$ cat src/rtl/tlul_host_arb2.sv
// Two-to-one TL-UL host arbiter: round-robin (or fixed) A-channel grant with
// locking, D-channel return routing by source MSB, per-host outstanding limit.
package tlul_pkg;
  localparam int TL_AW  = 32;
  localparam int TL_DW  = 32;
  localparam int TL_AIW = 8;
  localparam int TL_DIW = 1;
  localparam int TL_DBW = TL_DW / 8;
  localparam int TL_SZW = 2;

  typedef enum logic [2:0] {
    PutFullData    = 3'h0,
    PutPartialData = 3'h1,
    Get            = 3'h4
  } tl_a_op_e;

  typedef enum logic [2:0] {
    AccessAck     = 3'h0,
    AccessAckData = 3'h1
  } tl_d_op_e;

  typedef struct packed {
    logic              a_valid;
    tl_a_op_e          a_opcode;
    logic [2:0]        a_param;
    logic [TL_SZW-1:0] a_size;
    logic [TL_AIW-1:0] a_source;
    logic [TL_AW-1:0]  a_address;
    logic [TL_DBW-1:0] a_mask;
    logic [TL_DW-1:0]  a_data;
    logic              d_ready;
  } tl_h2d_t;

  typedef struct packed {
    logic              d_valid;
    tl_d_op_e          d_opcode;
    logic [2:0]        d_param;
    logic [TL_SZW-1:0] d_size;
    logic [TL_AIW-1:0] d_source;
    logic [TL_DIW-1:0] d_sink;
    logic [TL_DW-1:0]  d_data;
    logic              d_error;
    logic              a_ready;
  } tl_d2h_t;
endpackage

module tlul_host_arb2
  import tlul_pkg::*;
#(
  parameter int unsigned MaxOutstanding = 2,
  parameter bit          FixedPriority  = 1'b0
) (
  input  logic    clock,
  input  logic    reset,
  input  tl_h2d_t tl_h0_i,
  output tl_d2h_t tl_h0_o,
  input  tl_h2d_t tl_h1_i,
  output tl_d2h_t tl_h1_o,
  output tl_h2d_t tl_o,
  input  tl_d2h_t tl_i,
  output logic    busy_o,
  output logic    err_rsp_o
);
  localparam int CW = $clog2(MaxOutstanding + 1);
  localparam logic [CW-1:0] MaxCnt = CW'(MaxOutstanding);

  logic               lock, lock_idx, rr_last;
  logic [1:0][CW-1:0] cnt;
  logic [1:0]         elig, a_hs, d_hs, cnt_zero;
  logic               gnt_vld, gnt_idx, d_idx, a_fire, d_fire;
  tl_h2d_t            sel_req;

  assign elig[0] = tl_h0_i.a_valid && (cnt[0] < MaxCnt);
  assign elig[1] = tl_h1_i.a_valid && (cnt[1] < MaxCnt);

  // A held beat keeps its grant even if the host has since become ineligible.
  always_comb begin
    gnt_vld = 1'b1;
    gnt_idx = lock_idx;
    if (!lock) begin
      case (elig)
        2'b01:   gnt_idx = 1'b0;
        2'b10:   gnt_idx = 1'b1;
        2'b11:   gnt_idx = FixedPriority ? 1'b1 : !rr_last;
        default: begin
          gnt_vld = 1'b0;
          gnt_idx = 1'b0;
        end
      endcase
    end
  end

  assign sel_req = gnt_idx ? tl_h1_i : tl_h0_i;
  assign d_idx   = tl_i.d_source[TL_AIW-1];

  always_comb begin
    tl_o          = sel_req;
    tl_o.a_valid  = !reset && gnt_vld && sel_req.a_valid;
    tl_o.a_source = {gnt_idx, sel_req.a_source[TL_AIW-2:0]};
    tl_o.d_ready  = !reset && (d_idx ? tl_h1_i.d_ready : tl_h0_i.d_ready);
  end

  always_comb begin
    tl_h0_o                   = tl_i;
    tl_h0_o.d_source[TL_AIW-1] = 1'b0;
    tl_h0_o.d_valid           = !reset && tl_i.d_valid && !d_idx;
    tl_h0_o.a_ready           = !reset && gnt_vld && !gnt_idx && tl_i.a_ready;
    tl_h1_o                   = tl_i;
    tl_h1_o.d_source[TL_AIW-1] = 1'b0;
    tl_h1_o.d_valid           = !reset && tl_i.d_valid && d_idx;
    tl_h1_o.a_ready           = !reset && gnt_vld && gnt_idx && tl_i.a_ready;
  end

  assign a_fire   = tl_o.a_valid && tl_i.a_ready;
  assign d_fire   = tl_i.d_valid && tl_o.d_ready;
  assign a_hs     = {a_fire && gnt_idx, a_fire && !gnt_idx};
  assign d_hs     = {d_fire && d_idx, d_fire && !d_idx};
  assign cnt_zero = {cnt[1] == '0, cnt[0] == '0};

  always_ff @(posedge clock) begin
    if (reset) begin
      lock     <= 1'b0;
      lock_idx <= 1'b0;
      rr_last  <= 1'b1;
    end else if (a_fire) begin
      lock    <= 1'b0;
      rr_last <= gnt_idx;
    end else if (tl_o.a_valid) begin
      lock     <= 1'b1;
      lock_idx <= gnt_idx;
    end
  end

  // Simultaneous A and D handshakes for the same host cancel out.
  always_ff @(posedge clock) begin
    if (reset) begin
      cnt <= '0;
    end else begin
      for (int i = 0; i < 2; i++) begin
        if (a_hs[i] && !d_hs[i])                     cnt[i] <= cnt[i] + 1'b1;
        else if (d_hs[i] && !a_hs[i] && !cnt_zero[i]) cnt[i] <= cnt[i] - 1'b1;
      end
    end
  end

  assign busy_o    = !reset && (lock || !cnt_zero[0] || !cnt_zero[1]);
  assign err_rsp_o = |(d_hs & cnt_zero);
endmodule

$ cat config.mk
export PLATFORM = sky130hd
export DESIGN_NAME = tlul_host_arb2
export DESIGN_NICKNAME = d
export VERILOG_FILES = /design/src/rtl/tlul_host_arb2.sv
export SDC_FILE = /design/constraint.sdc
export NUM_CORES = 1
export LEC_CHECK = 0
export BUFFER_PORTS_ARGS = -buffer_cell sky130_fd_sc_hd__buf_2
export CAP_MARGIN = 40
export CELL_PAD_IN_SITES_DETAIL_PLACEMENT = 0
export CELL_PAD_IN_SITES_GLOBAL_PLACEMENT = 1
export CORE_AREA = 2 2 164 166
export CTS_CLUSTER_SIZE = 25
export DETAILED_ROUTE_END_ITERATION = 12
export DIE_AREA = 0 0 166 168
export PLACE_DENSITY_LB_ADDON = 0.1
export SETUP_SLACK_MARGIN = 0.15
export SYNTH_ARGS = -nofsm -noshare
export SYNTH_HDL_FRONTEND = slang
export SYNTH_SLANG_ARGS = --single-unit
$ cat constraint.sdc
create_clock -name clock -period 1.5 [get_ports clock]
set_input_delay 0.075 -clock clock [delete_from_list [all_inputs] [get_ports clock]]
set_output_delay 0.075 -clock clock [all_outputs]
set_load 0.01 [all_outputs]
# Yosys cells after proc, flatten, opt, wreduce, memory -nomap -nowiden
# Cells that the tools add are included.
[totals]
regBits = 7
latchBits = 0
mem_bits_rw = 0
rom_bits = 0
inputBits = 226
out_inout_bits = 192
word_cells = 71
memories = 0
[classes]
n_addsub = 4
n_mul = 0
div_mod_pow = 0
n_lt_le_gt_ge = 2
n_eq_ne = 3
shifts = 0
muxes = 10
bitwise_logic = 2
reduce_logical = 45
[ops]
columns = ["cell", "n"]
rows = [
  ["two-way mux 86 bit", 1],
  ["logical AND 1 bit", 25],
  ["logical NOT 1 bit", 10],
  ["two-way mux 2 bit", 4],
  ["adder 2 x 1 -> 2 bit, second input constant", 2],
  ["== test 2 bit, second input constant", 2],
  ["logical NOT 2 bit", 2],
  ["less-than comparator 2 bit, second input constant", 2],
  ["two-way mux 1 bit", 4],
  ["nonzero test 2 bit", 2],
  ["OR reduction 2 bit", 2],
  ["subtractor 2 x 1 -> 2 bit, second input constant", 2],
  ["OR reduction 3 bit", 1],
  ["AND 2 bit", 1],
  ["== test 2 x 1 -> 1 bit, second input constant", 1],
  ["logical OR 1 bit", 2],
  ["one-hot mux 1 bit (2 select lines)", 1],
  ["AND reduction 2 bit", 1],
  ["NOT 1 bit", 1],
]

# Longest topological paths before layout
# Gate-level depths: netlist of the first run.
[depth]
word_depth = 15
ltp_mapped = 7
ltp_nobuf = 4

# Worst setup path before layout of the first run
# Ideal clock, no wire load.
[synth_path]
path_type = "flip-flop to flip-flop"
start = "register lock"
end = "register lock_idx"
setup_ns = 0.123
arrival_time_ns = 1.497
t_required_ns = 1.377
slack_ns = -0.120
path_stages_with_launch = 6
path_buffers = 1
period_less_slack_ns = 1.620
cell_sequence = "dfxtp_1 > buf_6 > nor3b_4 > a21boi_2 > a2111oi_4 > mux2_1"
[synth_via]
elab_chain_len = 6
word_cells_on_any_way = 8
cone_classes = "3 x mux; 1 x bitwise; 4 x reduce/logical"
[synth_rtl]
columns = ["item", "line", "source"]
rows = [
  ["start, declared", "67", "logic lock, lock_idx, rr_last;"],
  ["start signal, assigned", "122", "lock <= 1'b0;"],
  ["start signal, assigned", "126", "lock <= 1'b0;"],
  ["start signal, assigned", "129", "lock <= 1'b1;"],
  ["two-way mux 1 bit", "80", "if (!lock) begin"],
  ["two-way mux 86 bit / logical AND 1 bit (equally long branches)", "93, 98", ""],
  ["logical AND 1 bit", "98", "tl_o.a_valid = !reset && gnt_vld && sel_req.a_valid;"],
  ["logical AND 1 bit", "114", "assign a_fire = tl_o.a_valid && tl_i.a_ready;"],
  ["NOT 1 bit (no source line)", "-", ""],
  ["AND reduction 2 bit (no source line)", "-", ""],
  ["end signal, assigned", "130", "lock_idx <= gnt_idx;"],
  ["end, declared", "67", ""],
]
# Parallel ways exist; a longest one is shown, timed or not.
# A chain may end at the register's enable or synchronous reset.

==> results.json, run 1 <==
{
  "ys_ff_latch": 7,
  "synth_area_per_cell_um2": 8.860,
  "setup_violations": 93,
  "timing.fmax_mhz": 541.1,
  "fin_tns_setup_ns": -25.99,
  "dieHeight_um": 168,
  "startpoint_type": "flip-flop",
  "hold_class": "input pin to output pin",
  "slowest_stage": "mux2_2",
  "async_reset_ff_share_pct": 0,
  "syn_inst": 272,
  "place_inst": 783,
  "cp-end-kind": "output pin",
  "antenna_found_initial": 2,
  "synth-simple-area-share_pct": 10.38,
  "viasPerCell": 3.287,
  "critPathTopFamily": "buffers and inverters",
  "ff2ff_path_depth": 6,
  "clock_sinks": 7,
  "synth_flop_cell": "dfxtp_1",
  "ys_types": 39,
  "ir_drop_v": 0.0003887,
  "worst_slack_ns": -0.3481,
  "cp_max_fo": 10,
  "drtIter0Drc": 78,
  "crit_type": "flip-flop to output pin",
  "synth_top_family_by_area": "multiplexers",
  "drc": 0,
  "die_w_um": 166,
  "io_pins": 418,
  "finalCriticalPeriod_ns": 1.848,
  "holdBufCountCts": 0,
  "cts_tree": "done",
  "cts_max_level": 1,
  "synth_xor_area_share_pct": 0,
  "die_area_um2": 27890,
  "grt_pass1_vias": 2688,
  "clock-root-buffer": "clkbuf_16",
  "initial_core_util_pct": 9.145,
  "slew_viol_final": 0,
  "required_ns": 1.42,
  "gp_congestion": 0.7522,
  "coreArea_um2": 26350,
  "netlist_area_um2": 2410,
  "synth-edff-count": 0,
  "antenna_left": 0,
  "worstSetupPathDepth": 6,
  "drive_gt1_share_pct": 90.15,
  "wl_per_cell_um": 16.13,
  "skew_ns": 0.0009576,
  "synth-seq-area-share_pct": 5.815,
  "cap_violations": 0,
  "grt_pass1_wl_um": 18000,
  "area_growth_pct": 87.90,
  "final_cell_area_um2": 4528,
  "routed_wirelength_um": 13050,
  "synth-compound-area-share_pct": 8.671,
  "r2r_slack_ns": -0.17,
  "worstHoldPathCells": 0,
  "synthAdderAreaFrac_pct": 0,
  "placed_area_um2": 3498,
  "violations": "negative setup slack",
  "cts_buffer_depth": 2,
  "slowest_delay_ns": 0.34,
  "nets": 694,
  "overflow": 0,
  "port-buffer-count": 266,
  "place_ws_ns": -0.1505,
  "rsz0062_at_grt": "yes",
  "p_leak_nw": 2.350,
  "final_cells": 809,
  "cts_inserted_buffers": 3,
  "clock_latency_ns": 0.23,
  "muxShareOfSynthArea_pct": 39.67,
  "dpl.hpwl_um": 10450,
  "yosysWarnings": 0,
  "outcome": "finished with violations",
  "holdWs_ns": 0.1500,
  "post-route-period-util_pct": 123.2,
  "fp-row-count": 60,
  "cp_cell_sequence": "nand3b_4 > a21boi_4 > buf_12 > clkbuf_16 > mux2_2 > buf_2",
  "grt.total_usage_pct": 8.330,
  "crit_arrival_ns": 1.77,
  "p_per_area_nw_per_um2": 487.6,
  "critPathBufInv": 3,
  "first_pass_iters": 4,
  "path_clk_slew_ns": 0.04,
  "grt_max_degree": 22,
  "timing.final.hold_violations": 0,
  "vias": 2659
}
-- worst register-to-register path, cell delays in order (launching register included) --
cell       delay, ns
dfxtp_4         0.35
nor3b_4         0.23
buf_4           0.16
buf_6           0.10
a21boi_4        0.06
a2111oi_4       0.33
mux2_4          0.33
-- worst paths after layout --
check,start,to
worst max-delay path,cnt[1],tl_o[64]
worst min-delay path,tl_i[49],tl_h1_o[49]
worst max register to register,lock,lock_idx
worst min register to register,rr_last,rr_last
-- synthesized netlist by cell type, types with 3 or more instances --
library cell / n / area share [%]
nor3b_1: 7 / 2.2
a21oi_1: 5 / 1.0
mux2_2: 83 / 39
buf_4: 106 / 33
o211ai_1: 4 / 1.2
dfxtp_1: 7 / 5.8
nand2_1: 5 / 0.78
nor2b_1: 3 / 0.78
and3_1: 3 / 0.78
buf_2: 5 / 1.0
nor2_1: 7 / 1.1
-- placed cells by master (no fill, tap or decap), types with 4 or more instances in the layout --
| cell | count |
|---|---|
| o211ai_1 | 4 |
| nor3b_1 | 7 |
| buf_4 | 19 |
| mux2_2 | 32 |
| buf_2 | 216 |
| clkbuf_16 | 6 |
| mux2_4 | 52 |
| nand2_1 | 5 |
| nor2_1 | 5 |
| buf_6 | 61 |
| buf_16 | 4 |
-- routing by layer --
| metal | part of all wire (%) | vias up | global-route usage, % |
|---|---|---|---|
| li1 | - | 1250 | - |
| met5 | 0.14 | - | 0 |
| met1 | 39 | 1219 | 9.656 |
| met2 | 51 | 169 | 14.94 |
| met3 | 8.6 | 19 | 2.844 |
| met4 | 1.4 | 2 | 1.588 |
-- registers in the layout, indices dropped and copies added, names as in the netlist --
register and count:
cnt 4, lock 1, lock_idx 1, rr_last 1
-- final cells by class --
class / count / area (µm²)
tap: 341 / 426.7
clock buffer: 4 / 78.83
sequential: 7 / 147.6
inverter: 2 / 7.507
multi-input combinational: 149 / 1734
timing repair buffer: 305 / 2131
antenna: 1 / 2.502
fill: 2990 / 21820
-- logic make-up (layout without fill, tap and decap cells) --
logic type | count (synthesis) | in the layout
buffers and inverters | 117 | 311
muxes | 85 | 85
and+or+nand+nor | 38 | 38
AOI/OAI and AO/OA | 24 | 24
DFF | 7 | 7
other | 1 | 3
-- metrics by stage --
stage               utilization (%)  total power [mW]
floorplan                         -             1.020
global placement              13.28             1.321
detailed placement            13.28             1.318
CTS                           15.99             2.110
global route                  17.17             2.329
finish                        17.18             2.208
-- repair_timing --
action | CTS | global route
setup endpoints to repair | 95 | 95
cloned | 2 | 3
setup buffers | 10 | 6
gates resized for setup | 109 | 42
pin swaps | 7 | 4
-- report_power, final --
group	total [mW]	internal, mW	switching, mW
Combinational	1.54	0.923	0.614
Clock	0.467	0.355	0.112
Sequential	0.204	0.194	0.0102
Note: power is estimated with default switching activity, not from simulation.
==> run 2: changes to the inputs <==
- ABC_AREA: default -> 1
- SLEW_MARGIN: default -> 20
==> results.json, run 2 <==
{
  "synth_top_area_share_pct": 43.04,
  "fin_tns_setup_ns": -8.777,
  "switching_power_mw": 0.9562,
  "synth-edff-count": 0,
  "wl_met3_um": 954,
  "cts_max_level": 1,
  "synth_area_per_cell_um2": 5.111,
  "async_reset_ff_share_pct": 0,
  "initial_core_util_pct": 8.903,
  "nets": 882,
  "final_cell_area_um2": 4508,
  "cp-end-kind": "output pin",
  "ys_ff_latch": 7,
  "min_from": "reset",
  "ys_types": 22,
  "internal_power_mw": 1.436,
  "overflow": 0,
  "r2r_slack_ns": -0.07,
  "clock_sinks": 7,
  "rsz0062_at_grt": "yes",
  "drtIter0Drc": 67,
  "p_per_area_nw_per_um2": 530.7,
  "regToRegStartpoint": "cnt[1]",
  "power_frac_clock_pct": 19.8,
  "final_common_cell": "buf_2",
  "cp_max_fo": 6,
  "grt_max_degree": 44,
  "ff2ff_path_depth": 13,
  "post-route-period-util_pct": 111.5,
  "yosysWarnings": 0,
  "highest_layer": "met4",
  "hold_class": "input pin to flip-flop",
  "vias": 3304,
  "clock_latency_ns": 0.23,
  "fillCellCount": 3083,
  "timing.final.hold_violations": 0,
  "dpl.hpwl_um": 8738,
  "cts_buffer_depth": 2,
  "antenna_found_initial": 0,
  "synth_top_area_cell": "nand2_1",
  "final_cell_mix": "buf_2, nand2_1, nand2_2, buf_6",
  "viasPerCell": 3.317,
  "seqCellArea_um2": 143.9,
  "first_pass_iters": 4,
  "outcome": "finished with violations",
  "area_growth_pct": 92.16,
  "synth-seq-area-share_pct": 5.973,
  "yosysMostFrequentCell": "nand2_1",
  "worst_slack_ns": -0.1727,
  "synth_flop_cell": "dfxtp_1",
  "violations": "negative setup slack",
  "comb_power_share_pct": 71.5,
  "clock-root-buffer": "clkbuf_16",
  "wl_per_cell_um": 11.78,
  "met1_length_um": 4534,
  "path_clk_slew_ns": 0.04,
  "die_w_um": 166,
  "largest_reg_flops": 4,
  "required_ns": 1.42,
  "crit_type": "flip-flop to output pin",
  "holdBufCountCts": 0,
  "seqPwrFrac_pct": 8.7,
  "grt.total_usage_pct": 7.074,
  "gp_congestion": 0.7718,
  "place_ws_ns": -0.02183,
  "syn_inst": 459,
  "startpoint_type": "flip-flop",
  "grt_pass1_wl_um": 16270,
  "drc": 0,
  "cts_tree": "done",
  "r2r_end": "cnt[1]",
  "drive_gt1_share_pct": 63.97,
  "p_sw_share_pct": 39.97,
  "port-buffer-count": 266,
  "grt_pass1_vias": 3273,
  "cap_violations": 0,
  "slew_viol_final": 0,
  "p_leak_nw": 2.577,
  "dieHeight_um": 168,
  "netlist_area_um2": 2346,
  "synth_area_leaders": "nand2_1, buf_4, dfxtp_1",
  "fp-row-count": 60,
  "io_pins": 418,
  "setup_violations": 91,
  "placed_area_um2": 3532,
  "coreArea_um2": 26350,
  "die_area_um2": 27890,
  "diodes": 0,
  "top_register": "cnt",
  "holdPathEnd": "cnt[0]",
  "crit_arrival_ns": 1.60,
  "ir_drop_v": 0.0002385,
  "multi_input_area_um2": 1614,
  "met2_wirelength_um": 6136,
  "timing.fmax_mhz": 597.8,
  "worstHoldPathCells": 2,
  "antenna_left": 0,
  "routed_wirelength_um": 11730,
  "cts_inserted_buffers": 3,
  "skew_ns": 0.002237,
  "finalCriticalPeriod_ns": 1.673,
  "synth_common_cells": "nand2_1, buf_4, inv_1, buf_2, nor2_1"
}
==> run 2: layout make-up <==
cell class | count | area share, %
flip-flops and latches | 7 | 3.192
repair buffers | 310 | 48.49
multi-input cells | 319 | 35.80
inverters | 15 | 1.304
well taps | 341 | 9.464
clock buffers | 4 | 1.749
==> run 2: worst max-delay path, cell delays in order (launching register included) <==
cell and delay (ns):
dfxtp_2 0.32, inv_4 0.06, nand3_4 0.08, a21boi_4 0.21, buf_12 0.16, buf_12 0.14, clkbuf_16 0.15, nand2_2 0.05
nand2_1 0.05, buf_2 0.12
==> run 2: cells by family (layout without fill, tap and decap cells) <==
group,count (synthesis),after routing,share of synthesized area (%)
and+or+nand+nor,306,306,52.32
buffers and inverters,134,329,38.24
AOI/OAI and AO/OA,11,11,3.307
DFF,7,7,5.973
other,1,2,0.1598
==> run 2: worst max path at each step <==
stage            from        to  depth (start not counted)
3_3_place_gp   cnt[3]    cnt[1]                         12
6_report       cnt[1]  tl_o[22]                          9
5_1_grt        cnt[1]  tl_o[26]                          9
3_5_place_dp     lock  tl_o[24]                          7
2_1_floorplan  cnt[3]    cnt[1]                         12
4_1_cts        cnt[3]  tl_o[20]                          9
==> run 2: stage by stage <==
step	std cells	util [%]	total power [mW]	hold slack (ns)
CTS	987	14.80	2.134	0.09365
detailed placement	973	13.40	1.478	0.1501
finish	996	17.11	2.393	0.08129
floorplan	460	-	1.050	0.1441
global placement	973	13.40	1.498	0.1501
global route	996	17.11	2.593	0.1018
==> run 2: per-layer routing <==
layer  global-route usage [%]  vias up
met4                    1.474        0
met5                        0        -
met1                    7.611     1420
met3                    2.045       10
met2                    13.66      201
li1                         -     1673
==> run 2: power by group through the flow <==
stage / sequential (mW) / clock (mW) / combinational, mW
floorplan: 0.207 / 0 / 0.843
global placement: 0.209 / 0 / 1.29
detailed placement: 0.209 / 0 / 1.27
CTS: 0.208 / 0.487 / 1.44
global route: 0.210 / 0.498 / 1.88
finish: 0.208 / 0.473 / 1.71
==> run 2: what timing repair did <==
item,in CTS,in global routing
setup buffers,8,2
pin swaps,4,40
setup endpoints to repair,93,96
gates cloned,2,7
gates resized for setup,39,123
